===== config.mk =====
export PLATFORM = sky130hd
export DESIGN_NAME = result_demux3
export DESIGN_NICKNAME = d
export VERILOG_FILES = /design/src/rtl/result_demux3.sv
export SDC_FILE = /design/constraint.sdc
export NUM_CORES = 1
export LEC_CHECK = 0
export ABC_AREA = 1
export ABC_CLOCK_PERIOD_IN_PS = 5480
export BUFFER_PORTS_ARGS = -buffer_cell sky130_fd_sc_hd__buf_2
export CAP_MARGIN = 20
export CORE_MARGIN = 2
export CORE_UTILIZATION = 35
export CTS_CLUSTER_DIAMETER = 200
export DETAILED_ROUTE_END_ITERATION = 12
export HOLD_SLACK_MARGIN = 0.12
export PLACE_DENSITY_LB_ADDON = 0.15
export REMOVE_ABC_BUFFERS = 1
export SLEW_MARGIN = 5
export SYNTH_ARGS = -nofsm -noshare
export SYNTH_HDL_FRONTEND = slang
export SYNTH_SLANG_ARGS = --single-unit

===== constraint.sdc =====
create_clock -name clk -period 5.48 [get_ports clk]
set_input_delay 1.37 -clock clk [delete_from_list [all_inputs] [get_ports clk]]
set_output_delay 1.37 -clock clk [all_outputs]
set_load 0.05 [all_outputs]

===== src/rtl/result_demux3.sv =====
// Registered 1-to-3 steering block: routes a valid/ready result stream to one of
// three one-entry holding slots selected by {sel1,sel2}; select 11 is dropped and counted.
module result_demux3 #(
  parameter int WIDTH = 32,
  parameter int CNT_W = 8
) (
  input  logic             clk,
  input  logic             rst,
  input  logic [WIDTH-1:0] in_data,
  input  logic             in_valid,
  output logic             in_ready,
  input  logic             sel1,
  input  logic             sel2,
  output logic [WIDTH-1:0] out1_data,
  output logic [WIDTH-1:0] out2_data,
  output logic [WIDTH-1:0] out3_data,
  output logic             out1_valid,
  output logic             out2_valid,
  output logic             out3_valid,
  input  logic             out1_ready,
  input  logic             out2_ready,
  input  logic             out3_ready,
  input  logic             err_clr,
  output logic             err_sel,
  output logic [CNT_W-1:0] drop_cnt
);

  localparam logic [1:0] SEL_ILLEGAL = 2'b11;

  logic [1:0]       w_sel;
  logic             w_illegal;
  logic [2:0]       w_oready;
  logic [2:0]       w_free;
  logic [2:0]       w_load;
  logic [2:0]       w_drain;
  logic             w_in_ready;
  logic             w_accept;
  logic             w_drop;

  logic [2:0]       r_valid;
  logic [WIDTH-1:0] r_data [3];
  logic             r_err_sel;
  logic [CNT_W-1:0] r_drop_cnt;

  function automatic logic [CNT_W-1:0] sat_inc(input logic [CNT_W-1:0] v);
    return (&v) ? v : v + CNT_W'(1);
  endfunction

  assign w_sel     = {sel1, sel2};
  assign w_illegal = (w_sel == SEL_ILLEGAL);
  assign w_oready  = {out3_ready, out2_ready, out1_ready};
  // A slot can take a beat if empty or being drained on this same edge.
  assign w_free    = ~r_valid | w_oready;
  assign w_drain   = r_valid & w_oready;

  always_comb begin
    w_in_ready = 1'b0;
    if (!rst) begin
      case (w_sel)
        2'b00:   w_in_ready = w_free[0];
        2'b01:   w_in_ready = w_free[1];
        2'b10:   w_in_ready = w_free[2];
        default: w_in_ready = 1'b1;
      endcase
    end
  end

  assign w_accept = in_valid && w_in_ready;
  assign w_drop   = w_accept && w_illegal;

  always_comb begin
    w_load = '0;
    if (w_accept && !w_illegal) begin
      case (w_sel)
        2'b00:   w_load[0] = 1'b1;
        2'b01:   w_load[1] = 1'b1;
        default: w_load[2] = 1'b1;
      endcase
    end
  end

  // Slot registers: load wins over drain so a slot can refill every cycle.
  always_ff @(posedge clk or posedge rst) begin
    if (rst) begin
      r_valid <= '0;
      for (int i = 0; i < 3; i++) r_data[i] <= '0;
    end else begin
      for (int i = 0; i < 3; i++) begin
        if (w_load[i]) begin
          r_data[i]  <= in_data;
          r_valid[i] <= 1'b1;
        end else if (w_drain[i]) begin
          r_valid[i] <= 1'b0;
        end
      end
    end
  end

  // Illegal-select bookkeeping: a new drop takes precedence over a clear.
  always_ff @(posedge clk or posedge rst) begin
    if (rst) begin
      r_err_sel  <= 1'b0;
      r_drop_cnt <= '0;
    end else if (w_drop) begin
      r_err_sel  <= 1'b1;
      r_drop_cnt <= err_clr ? CNT_W'(1) : sat_inc(r_drop_cnt);
    end else if (err_clr) begin
      r_err_sel  <= 1'b0;
      r_drop_cnt <= '0;
    end
  end

  assign in_ready   = w_in_ready;
  assign out1_data  = r_data[0];
  assign out2_data  = r_data[1];
  assign out3_data  = r_data[2];
  assign out1_valid = r_valid[0];
  assign out2_valid = r_valid[1];
  assign out3_valid = r_valid[2];
  assign err_sel    = r_err_sel;
  assign drop_cnt   = r_drop_cnt;

endmodule

After elaboration in Yosys (flattened, before gate mapping)
Cells that the tools add are included. W data, S select, Z words.

Register bits after elaboration: 108. Input bits: 41. Output and inout port bits: 109. Word-level logic and storage cells: 46.

$add $sub $neg: 1. Equal/unequal tests: 4. Multiplexer cells: 18. Bitwise logic cells: 3. Reductions and logical operators: 12.

Operator list (count): $mux W8 (4); $mux W1 (12); $add A8 B1 Y8 const B (1); $reduce_and A8 Y1 (1); $reduce_bool A2 Y1 (4); $eq A2 B2 Y1 const B (2); $and A3 B3 Y3 (1); $logic_and A1 B1 Y1 (3); $mux W3 (1); $not A3 Y3 (1); $or A3 B3 Y3 (1); $pmux W1 S3 (1); $eq A2 B1 Y1 const B (1); $logic_not A2 Y1 (1); $ne A2 B2 Y1 const B (1); $reduce_and A2 Y1 (1); $reduce_or A2 Y1 (1); $logic_not A1 Y1 (1).

Longest topological paths before layout
Depth in word-level cells: 8. Gate-level depth with buffers: 10. Gate-level depth less buffers: 9.

Worst setup path after synthesis
Ideal clock, no wire load.

Kind: input to register. From: in rst. To: reg r_data, in the netlist out1_data[0]. Library setup time: 0.119 ns. Arrival time: 4.695 ns. Required time: 5.361 ns. Setup slack: 0.666 ns. Stages on the path: 5. Buffers on the path: 1. Cell sequence: inv_1 > nand4_1 > clkbuf_1 > nand2_1 > nand2_1.

Longest elaborated chain between the ends: 4.

Ends and longest elaborated chain: start: declaration (RTL line 8) `input logic rst,`; $mux W1 (RTL line 58) `if (!rst) begin`; $logic_and A1 B1 Y1 (RTL line 68) `assign w_accept = in_valid && w_in_ready;`; $logic_and A1 B1 Y1 (RTL line 73) `if (w_accept && !w_illegal) begin`; $mux W3 (RTL line 73); end signal: indexed assignment (RTL line 90) `r_data[i] <= in_data;`; end: declaration (RTL line 41) `logic [WIDTH-1:0] r_data [3];`.

Every way passes these cells. A chain may end at the register's enable or synchronous reset.

Worst setup path in the final report
From: in sel2. To: out in_ready.

Longest elaborated chain between the ends: 3. Elaborated cells between the ends (all ways): 5. Classes of those cells: eq/ne: 2; mux: 2; reduce/logical: 1.

Ends and longest elaborated chain: start: declaration (RTL line 13) `input logic sel2,`; $eq A2 B2 Y1 (tied with other cells) (RTL line 59) `case (w_sel)`; $pmux W1 S3 * (RTL line 59); $mux W1 * (RTL line 58); end: declaration (RTL line 11) `output logic in_ready,`.

Every way passes the cells marked *; elsewhere a longest branch is shown, timed or not.

==> results.md <==
* Crit path arrival time at 2.70 ns
* DR pass1 iterations at 4
* Max clock buf depth at 2
* Vias at 4120
* Layout cells sized above 1 at 0.2769
* Initial core utilization at 0.3613
* First-pass GRT wire length at 21460 um
* Cell Area, Synth at 4578 sq um
* Final setup fails at 0
* RSZ-0062 raised after global routing: no
* Final Hold Vio Count at 0
* Die W at 118.4 um
* Tot GR Track Use at 0.1918
* Routed Antenna Nets at 0
* Hold Crit Class: reg -> reg
* Number of core rows at 41
* DP Area at 5454 sq um
* Clock transition at path regs at 0.07 ns
* Reg2Reg Launch Point: r_valid[1]$_DFFE_PP0P_
* CTS H-tree lvls at 3
* #FFs+latches synth at 108
* Min-Delay Endpoint: err_sel$_DFFE_PP0P_
* Port buffer count at 149
* Pwr Density at 465.2 nW/um^2
* Synth cell types at 19
* RePlAce Congestion at 0.7828
* CTS sink count at 108
* Syn avg cell area at 8.890 sq um
* Top-level port count at 150
* Reg area at 2703 sq um
* Post-CTS setup buffer count at 0
* Asr flop ratio synth at 1.000
* Layout area overhead at 25.50%
* Initial antenna violation count at 2
* Top delay family on crit path: buffers and inverters
* Crit path max fanout at 34
* Layout Cell Area excl Fill at 5746 sq um
* Setup Skew at 0.006109 ns
* Main synth FF type: dfrtp_1
* Gr ovfl total at 0
* Reg2Reg Setup Slack at 3.50 ns
* Tcrit/Tclk final at 0.7426
* Yosys top cell area share at 0.5903
* Slew of the pin with the lowest slew margin at 0.9363 ns
* CP bufs+invs at 3
* # resized after CTS at 0
* Final wirelength at 13000 um
* Fmax at 0.2457 GHz
* Worst hold path stage count at 2
* Multi-input gate area at 1668 sq um
* Slowest CP cell: buf_4
* Most area-hungry cell type in the Yosys netlist: dfrtp_1
* Seq/Total Area, Yosys at 0.5903
* Avg WL per Cell at 15.82 um
* Diodes inserted at 0
* Cells after Synth at 515
* DP Wirelength at 8008 um
* Pre-CTS setup slack at 1.413 ns
* Max-slew violation count at 0
* CP max stage delay at 0.37 ns
* Critical R2R Capture: out3_data[22]$_DFFE_PP0P_
* Final worst path period need at 4.069 ns
* Crit-path cells: buf_2 > nor2_4 > buf_4 > nand2_1 > nand2_1 > nor2_1 > nor2_4 > buf_2
* Drt first-iter violations at 220
* Worst Setup End Kind: output port
* DRC Markers at 0
* Post-synth EDFFs at 0
* Num CTS Buffers at 9
* Max-cap violations at 0
* Yosys warns at 0
* Leak at 3.251 nW
* CP startpoint kind: input port
* WP data required at 4.11 ns
* CP Class: in -> out
* Number of vias per cell at 5.012
* Relative slew slack at 0.3758
* Core Footprint at 12670 sq um
* Status: finished, final reports clean
* CTS tree: built
* Max rail drop VDD at 0.1722 mV
* Cts hold-fix bufs at 0
* Clk_lat worst skew at 0.35 ns
* Most instantiated library cell after synthesis: nand2_1
* Setup TNS at 0 ns
* HP Start: err_sel$_DFFE_PP0P_
* R2R cell count at 8
* Pwr Total at 2.673 mW
* Die area at 14010 sq um
* Largest net degree at the start of global routing at 97
* Fillers at 1297
* Synth top cells by count: nand2_1 (227), dfrtp_1 (108), nand4_1 (100)
* Worst hold slack at 0.4749 ns
* Leading post-synthesis cells by cell area: dfrtp_1 (59%), nand2_1 (19%), nand4_1 (14%)
* Root Buffer: clkbuf_16
* Final net count at 687
* Vias in the first global route at 3980
* Die height at 118.4 um
* Setup WS post-layout at 1.411 ns
-- placed cells by master, fill, tap and decap left out, types with 2 or more instances in the layout --
cell	instances
o21ai_0	6
inv_2	2
clkinv_2	3
nand4_1	100
nor2_1	2
nor2_4	4
inv_1	11
xor2_1	5
buf_4	9
nand3_1	5
clkbuf_16	9
nand2_1	227
inv_6	2
nor3_1	2
dfrtp_1	108
buf_2	149
-- final cells by class --
class	count	share of cell area
Clock buffer	10	0.03985
Clock inverter	6	0.01089
Inverter	14	0.009582
Multi-Input combinational cell	354	0.2903
Sequential cell	108	0.4704
Tap cell	172	0.03746
Timing Repair Buffer	158	0.1416
-- worst min-delay path: stages (launching register included) --
cell and delay (ns):
dfrtp_1 0.34, nand2_1 0.05, nand2_1 0.05
-- sequential cells by signal (all words and copies together) (netlist names) --
name / cells
r_valid: 3
out3_data: 32
err_sel: 1
out2_data: 32
drop_cnt: 8
out1_data: 32
-- worst max path at each step --
stage          start                  endpoint  slack, ns  depth (start not counted)
3_3_place_gp    sel1                  in_ready       1.43                          9
4_1_cts         sel2                  in_ready       1.41                          8
5_1_grt         sel1                  in_ready       1.31                          9
2_1_floorplan    rst  out1_data[0]$_DFFE_PP0P_      -0.19                          4
6_report        sel2                  in_ready       1.41                          8
3_5_place_dp    sel2                  in_ready       1.41                          8
-- layer usage --
metal	vias up	GRT usage	share of wire
met4	0	0.06027	0.012
li1	1989	-	-
met5	-	0	0
met3	9	0.05792	0.076
met2	122	0.2919	0.46
met1	2000	0.2630	0.45
-- where the power goes --
group	internal, mW	switching [mW]	total, mW	leakage (nW)
combinational	0.195	0.793	0.987	1.72
clock	0.356	0.295	0.651	0.147
sequential	0.952	0.0829	1.04	1.38
-- kinds of logic (layout without fill, tap and decap cells) --
| logic type | after synthesis | count (layout) | synth area share |
|---|---|---|---|
| and+or+nand+nor | 341 | 341 | 0.3397 |
| DFF | 108 | 108 | 0.5903 |
| buffers and inverters | 53 | 188 | 0.04919 |
| AOI/OAI and AO/OA | 6 | 6 | 0.006559 |
| xor gates and xnor gates | 6 | 6 | 0.01148 |
| adders and majority gates | 1 | 1 | 0.002733 |
-- per-stage QoR --
step                      cells    util
after floorplan             476       -
after global placement      806  0.4304
final                       822  0.4534
after detailed placement    806  0.4304
after global routing        822  0.4534
after CTS                   822  0.4534
Power figures use the tool's default switching activity.
